File: config.mk
export PLATFORM = sky130hd
export DESIGN_NAME = ntt_coef_loader
export DESIGN_NICKNAME = d
export VERILOG_FILES = /design/src/rtl/ntt_coef_loader.sv
export SDC_FILE = /design/constraint.sdc
export NUM_CORES = 1
export LEC_CHECK = 0
export BUFFER_PORTS_ARGS = -buffer_cell sky130_fd_sc_hd__buf_2
export CORE_ASPECT_RATIO = 0.7
export CORE_MARGIN = 4
export CORE_UTILIZATION = 55
export DETAILED_ROUTE_END_ITERATION = 12
export PLACE_DENSITY = 0.83
export SLEW_MARGIN = 10
export SYNTH_ARGS = -nofsm -noshare
export SYNTH_HDL_FRONTEND = slang
export SYNTH_HIERARCHICAL = 1
export SYNTH_SLANG_ARGS = --single-unit
export TNS_END_PERCENT = 30
File: constraint.sdc
create_clock -name clk -period 40.2 [get_ports clk]
set_input_delay 10.05 -clock clk [delete_from_list [all_inputs] [get_ports clk]]
set_output_delay 10.05 -clock clk [all_outputs]
set_load 0.01 [all_outputs]
File: src/rtl/ntt_coef_loader.sv
// Serial-to-parallel coefficient loader for the 16-point NTT core.
// Reduces each beat modulo q on capture and presents whole, well-framed blocks only.
module ntt_coef_lane #(
    parameter int W = 8
) (
    input  logic         clk,
    input  logic         rst_n,
    input  logic         ld,
    input  logic [W-1:0] d,
    output logic [W-1:0] q
);
    always_ff @(posedge clk or negedge rst_n) begin
        if (!rst_n)  q <= '0;
        else if (ld) q <= d;
    end
endmodule

module ntt_coef_loader #(
    parameter int N = 16,
    parameter int W = 8
) (
    input  logic           clk,
    input  logic           rst_n,
    input  logic [W-1:0]   q_in,
    input  logic [3:0]     w_in,
    input  logic           s_valid,
    output logic           s_ready,
    input  logic [W-1:0]   s_data,
    input  logic           s_last,
    output logic           blk_valid,
    input  logic           blk_ack,
    output logic [N*W-1:0] coef_flat,
    output logic [W-1:0]   q_out,
    output logic [3:0]     w_out,
    output logic           err,
    output logic [15:0]    blk_cnt
);
    localparam int IW = $clog2(N);
    localparam logic [0:0] FILL = 1'b0;
    localparam logic [0:0] FULL = 1'b1;

    logic [0:0]            state;
    logic [IW-1:0]         idx;
    logic                  bad;
    logic [N-1:0][W-1:0]   coef;

    logic                  beat, first, last_idx, frame_err, blk_end, bad_eff;
    logic [W-1:0]          q_eff, q_div, red;

    assign s_ready   = (state == FILL);
    assign blk_valid = (state == FULL);
    assign coef_flat = coef;

    assign beat      = s_valid && s_ready;
    assign first     = (idx == '0);
    assign last_idx  = (idx == IW'(N - 1));
    assign frame_err = beat && (s_last != last_idx);
    assign blk_end   = beat && (s_last || last_idx);

    // The first beat has no latched q yet, so it reduces against q_in directly.
    assign q_eff   = first ? q_in : q_out;
    assign bad_eff = first ? (q_in < W'(2)) : bad;
    assign q_div   = (q_eff < W'(2)) ? W'(1) : q_eff;
    assign red     = bad_eff ? '0 : (s_data % q_div);

    for (genvar k = 0; k < N; k++) begin : g_lane
        ntt_coef_lane #(.W(W)) u_lane (
            .clk   (clk),
            .rst_n (rst_n),
            .ld    (beat && (idx == IW'(k))),
            .d     (red),
            .q     (coef[k])
        );
    end

    always_ff @(posedge clk or negedge rst_n) begin
        if (!rst_n) begin
            state   <= FILL;
            idx     <= '0;
            bad     <= 1'b0;
            q_out   <= '0;
            w_out   <= '0;
            err     <= 1'b0;
            blk_cnt <= '0;
        end else begin
            err <= 1'b0;
            if (beat) begin
                if (first) begin
                    q_out <= q_in;
                    w_out <= w_in;
                    bad   <= bad_eff;
                end
                if (blk_end) begin
                    idx <= '0;
                    bad <= 1'b0;
                    if (frame_err || bad_eff) err   <= 1'b1;
                    else                      state <= FULL;
                end else begin
                    idx <= idx + 1'b1;
                end
            end
            if (state == FULL && blk_ack) begin
                state   <= FILL;
                idx     <= '0;
                blk_cnt <= blk_cnt + 16'd1;
            end
        end
    end
endmodule
==> results of run 1 <==
==> worst max-delay path: cells and delay by family <==
kind,cells,cell delay (ns)
buffers and inverters,7,1.19
adder cells (fa/ha/maj),8,2.55
AND/OR/NAND/NOR,6,1.47
multiplexers,5,1.44
AO/OA/AOI/OAI,28,7.06
==> layer usage <==
| metal | wire length [um] | global-route usage (%) |
|---|---|---|
| met1 | 10770 | 37.70 |
| met2 | 10020 | 36.74 |
| met3 | 1675 | 5.625 |
| met4 | 318 | 6.761 |
| met5 | 0 | 0 |
==> state kept, by name, summed over array words and instances (netlist names) <==
| register | cells |
|---|---|
| g_lane.u_lane/q | 128 |
| blk_cnt | 16 |
| q_out | 8 |
| idx | 4 |
| w_out | 4 |
| bad | 1 |
| blk_valid | 1 |
| err | 1 |
==> report_power, final <==
part / leakage, uW / switching, uW / internal (uW) / total, uW
sequential: 0.00218 / 21.8 / 192 / 214
clock: 0.000296 / 78.6 / 84.6 / 163
combinational: 0.00311 / 274 / 167 / 441
total: 0.00559 / 374 / 443 / 818
==> how the worst max path moves through the flow <==
| stage | start | endpoint | slack, ns |
|---|---|---|---|
| finish | q_in[7] | g_lane[15].u_lane/q[7] | 16.83 |
| global route | q_in[7] | g_lane[3].u_lane/q[7] | 15.81 |
| CTS | q_in[7] | g_lane[15].u_lane/q[7] | 17.09 |
| detailed placement | q_in[7] | g_lane[15].u_lane/q[7] | 16.67 |
| global placement | q_in[7] | g_lane[3].u_lane/q[7] | 17.17 |
| floorplan | q_in[7] | g_lane[0].u_lane/q[3] | 18.19 |
==> layout make-up <==
| type | count | area [um2] |
|---|---|---|
| Tap cell | 220 | 275.3 |
| Timing Repair Buffer | 191 | 982.2 |
| Inverter | 29 | 108.9 |
| Clock inverter | 15 | 181.4 |
| Clock buffer | 17 | 425.4 |
| Multi-Input combinational cell | 492 | 4632 |
| Fill cell | 1165 | 5101 |
| Sequential cell | 163 | 4079 |
==> cell usage in the layout (no fill, tap or decap), types with 5 or more instances in the layout <==
master	instances
buf_2	182
dfrtp_1	163
mux2_4	130
ha_1	43
nand2_1	37
nor2_1	32
inv_1	29
o21ai_0	20
nor3_1	19
a21oi_1	19
xnor2_1	19
clkbuf_16	17
mux2_2	16
nand3_1	15
and2_1	14
mux2i_1	12
o21a_1	10
xor2_1	9
buf_4	8
and3_1	7
a31oi_1	5
nor3b_1	5
o31ai_1	5
nor2b_1	5
inv_8	5
==> logic make-up after synthesis <==
kind of cell | synth area share, %
DFF | 45.12
and+or+nand+nor | 9.370
buffers and inverters | 3.917
muxes | 25.07
xor gates and xnor gates | 2.713
adders and majority gates | 6.173
AOI/OAI and AO/OA | 7.640
==> metrics by stage <==
stage	total power, uW	instance area, um2	cells	hold slack [ns]	worst slack (ns)
CTS	817.0	10680	1127	0.4793	17.09
global placement	642.1	10080	1095	0.4580	17.17
global route	869.0	10680	1127	0.4891	15.81
floorplan	486.5	9040	713	0.5075	18.19
detailed placement	649.8	10080	1095	0.4687	16.67
finish	817.7	10680	1127	0.4846	16.83
==> results by group, run 1 <==
Synthesis
  – #FFs+latches synth: 163
  – Number of flops mapped to enable cells by yosys: 0
  – Synth warn: 6
  – Synth area leader: dfrtp_1
  – Most used DFF post-synth: dfrtp_1
  – Leading cell types by count after synthesis: dfrtp_1 (163), mux2_4 (130), ha_1 (43)
  – Avg Cell Area, Syn: 12.68 um2
  – Area share of the largest cell type after synthesis: 45.12%
  – Cell Area, Synth: 9040 um2
  – Distinct cell type count after synthesis: 66
  – Ys async rst share: 100.0%
  – Area contributors post-synth: dfrtp_1 (45%), mux2_4 (22%), ha_1 (6.0%)
  – Most common cell in the netlist: dfrtp_1
  – Sequential cell area fraction in the yosys report: 45.12%
  – Cells after Synth: 713
  – Syn Nets: 782

Critical path
  – Reg2reg start: idx[0]
  – Worst path max stage delay: 0.78 ns
  – Crit end category: register
  – R2R Setup Slk: 25.55 ns
  – Crit Path Max Fanout: 12
  – Crit path top cell by count: ha_1
  – Setup crit start kind: input port
  – Required @ worst endpoint: 40.58 ns
  – Worst path slowest cell: a211oi_2
  – Setup CP Type: in -> reg
  – Worst R2R Path Depth: 56
  – Arr. time, crit path: 23.75 ns
  – R2r endpoint: g_lane[15].u_lane/q[7]

Timing
  – Min Clock Period, post-route: 23.37 ns
  – Total negative slack: 0 ns
  – Final count of pins violating max slew: 0
  – Slew HR: 34.81%
  – Final Setup Violations: 0
  – RSZ-0062 raised after global routing: no
  – Worst-Margin Slew: 0.9778 ns
  – Max frequency: 42.79 MHz
  – Clock skew: 0.01328 ns
  – Fin crit share: 58.13%
  – Final Hold Fails: 0

Floorplanning
  – Core Rows: 38
  – Die X: 161.2 um
  – Core area: 15,790 um2
  – Starting Density: 57.27%
  – Ports: 184
  – Die area: 18,580 um2
  – Die height: 115.3 um

Clock network
  – CTS clock-pin slew for the worst setup and hold paths: 0.07 ns
  – CTS tree: done
  – Worst-Skew Late Latency: 0.44 ns
  – Clock Tree Buf Depth: 2
  – Post CTS Setup Buffer Count: 0
  – CTS resizes: 0
  – Clock sink count: 163
  – Num CTS Buffers: 17
  – H-tree depth: 4
  – Hold buffers post-CTS: 0
  – Root buf cell: clkbuf_16

Layout
  – Post-layout util: 67.68%
  – Layout cells sized above 1: 42.89%
  – Area Growth Syn to Fin: 18.19%
  – Final Net Count: 963
  – Inserted Diodes: 0

Place
  – Port Buf Inserts: 183
  – GPL Wtd Cong: 0.8838
  – Detail Placement HPWL: 16,340 um

GRT
  – Largest net degree at the start of global routing: 87
  – Initial antenna violation count: 0
  – Gr ovfl total: 0
  – First-pass GRT wire length: 35,910 um
  – Vias in the first global route: 6,242
  – Overall Global Routing Usage: 25.03%

Min path
  – Hold path depth: 1
  – Hold Crit Endpoint: blk_cnt[15]
  – Hold_sp: blk_cnt[15]
  – Worst hold-check path type: reg -> reg

Power
  – Power Dens Cells: 76.54 nW/um2
  – Peak VDD IR: 0.06310 mV
  – Lkg Pwr: 0.005593 uW

Routing
  – DRC: 0
  – Wirelength per Cell: 20.21 um
  – Final wirelength: 22,780 um
  – Antenna Violating Nets Remaining: 0
  – Vias/cell: 5.677
  – 1st-pass router iterations: 5
  – Via count: 6,398
  – Initial drt markers: 537

Run status
  – Outcome: complete, no violations

Flow run
  – Max capacitance violation total: 0
Power figures use the tool's default switching activity.
==> run 2: changes to the inputs <==
==> constraint.sdc (replaced) <==
create_clock -name clk -period 22.5 [get_ports clk]
set_input_delay 5.625 -clock clk [delete_from_list [all_inputs] [get_ports clk]]
set_output_delay 5.625 -clock clk [all_outputs]
set_load 0.01 [all_outputs]
==> results by group, run 2 (synthesis gave the netlist of run 1 again) <==
Run status
  – Outcome: complete, no violations

Min path
  – Worst hold-check path type: reg -> reg

Critical path
  – Setup crit start kind: input port
  – Crit path top cell by count: ha_1
  – Crit Path Max Fanout: 12
  – Crit end category: register
  – Setup CP Type: in -> reg
  – Arr. time, crit path: 19.34 ns
  – Worst path slowest cell: a211oi_2
  – Required @ worst endpoint: 22.87 ns
  – Worst path max stage delay: 0.79 ns

GRT
  – Gr ovfl total: 0
  – First-pass GRT wire length: 35,450 um
  – Initial antenna violation count: 0
  – Vias in the first global route: 6,104
  – Overall Global Routing Usage: 24.81%
  – Largest net degree at the start of global routing: 86

Layout
  – Commonest cells after routing, fill and taps aside: buf_2 (182), dfrtp_1 (163), mux2_4 (130)
  – Most flop-heavy register: g_lane.u_lane/q
  – Final Net Count: 963
  – Fillers: 1,160
  – Multi-input logic area: 4632 um2
  – Register area: 4079 um2
  – Layout cells sized above 1: 42.78%
  – Inserted Diodes: 0
  – Top flop regs: g_lane.u_lane/q (128), blk_cnt (16), q_out (8)
  – Most common cell after layout, fill and taps aside: buf_2
  – Area Growth Syn to Fin: 17.95%
  – Max reg flops: 128

Power
  – Seq pwr share: 26.2%
  – Cell internal pwr: 800.4 uW
  – Switching share of power: 45.23%
  – Clock power frac: 19.7%
  – Net Sw Power: 661.1 uW
  – Power Dens Cells: 137.1 nW/um2
  – Peak VDD IR: 0.1127 mV
  – Lkg Pwr: 0.005582 uW
  – Comb pwr share: 54.1%

Place
  – Detail Placement HPWL: 16,030 um
  – Port Buf Inserts: 183
  – GPL Wtd Cong: 0.8908
  – Worst slack, placed: 3.472 ns

Clock network
  – Num CTS Buffers: 17
  – H-tree depth: 4
  – Hold buffers post-CTS: 0
  – Clock Tree Buf Depth: 2
  – CTS tree: done
  – CTS clock-pin slew for the worst setup and hold paths: 0.07 ns
  – Post CTS Setup Buffer Count: 0
  – Worst-Skew Late Latency: 0.43 ns
  – Clock sink count: 163
  – CTS resizes: 0
  – Root buf cell: clkbuf_16

Routing
  – Antenna Violating Nets Remaining: 0
  – Via count: 6,312
  – Initial drt markers: 557
  – Final wirelength: 22,910 um
  – Wirelength per Cell: 20.33 um
  – 1st-pass router iterations: 5
  – Vias/cell: 5.601
  – DRC: 0

Timing
  – Clock skew: 0.01086 ns
  – Final Hold Fails: 0
  – Slew HR: 31.37%
  – Worst-Margin Slew: 1.029 ns
  – Min Clock Period, post-route: 18.97 ns
  – Final WS setup: 3.529 ns
  – Hold_ws: 0.4790 ns
  – Max frequency: 52.71 MHz
  – Fin crit share: 84.32%
  – RSZ-0062 raised after global routing: no
  – Final count of pins violating max slew: 0
  – Final Setup Violations: 0
  – Total negative slack: 0 ns

Floorplanning
  – Die area: 18,580 um2
  – Core area: 15,790 um2
  – Ports: 184
  – Die height: 115.3 um
  – Starting Density: 57.27%
  – Die X: 161.2 um
  – Core Rows: 38

Flow run
  – Max capacitance violation total: 0
-- run 2: changes by cell type in the layout (fill, tap and decap cells not counted) --
cell | previous run | this run
clkinvlp_4 | 0 | 1
inv_6 | 2 | 3
clkinv_8 | 4 | 1
clkbuf_8 | 0 | 1
inv_8 | 5 | 2
inv_12 | 1 | 0
clkinv_2 | 0 | 1
clkbuf_1 | 0 | 1
clkinv_4 | 3 | 4
bufinv_16 | 0 | 1
-- run 2: area by class of cell --
cell class / count / share of cell area, %
multi-input combinational: 492 / 43.44
sequential: 163 / 38.25
timing repair buffer: 191 / 9.211
clock buffer: 19 / 4.154
tap: 220 / 2.582
clock inverter: 13 / 1.338
inverter: 29 / 1.021
-- run 2: worst paths after layout --
path	start	endpoint	slack, ns	cells past startpoint
max	q_in[7]	g_lane[10].u_lane/q[7]	3.53	54
min	blk_cnt[15]	blk_cnt[15]	0.48	1
max reg2reg	idx[0]	g_lane[10].u_lane/q[7]	7.86	56
min reg2reg	blk_cnt[15]	blk_cnt[15]	0.48	1
max in group asynchronous	rst_n	blk_cnt[12]	15.78	2
min in group asynchronous	rst_n	g_lane[10].u_lane/q[3]	5.24	1
-- run 2: through the flow --
stage / util (%) / power [uW] / area, um2 / cells
after floorplan: - / 869.3 / 9040 / 713
after global placement: 63.84 / 1147 / 10080 / 1095
after detailed placement: 63.84 / 1157 / 10080 / 1095
after CTS: 67.55 / 1457 / 10660 / 1127
after global routing: 67.55 / 1549 / 10660 / 1127
final: 67.55 / 1461 / 10660 / 1127
-- run 2: critical path: cells and delay by family --
kind | cells | cell delay [ns]
buf+inv | 7 | 1.22
mux | 5 | 1.42
compound gates | 28 | 7.03
fa+ha+maj | 8 | 2.57
simple gates | 6 | 1.46
-- run 2: routing by layer --
layer	wire length [um]	vias to the layer above	share of wire (%)	global-route usage (%)
li1	-	2925	-	-
met1	11240	3096	49	38.16
met2	9858	263	43	35.42
met3	1514	28	6.6	5.339
met4	299	0	1.3	7.216
met5	0	-	0	0
-- run 2: power groups by stage --
stage	Clock [uW]	Combinational, uW	Sequential [uW]
floorplan	0	467	402
CTS	294	780	383
global route	309	851	389
finish	287	791	383
global placement	0	762	385
detailed placement	0	772	385
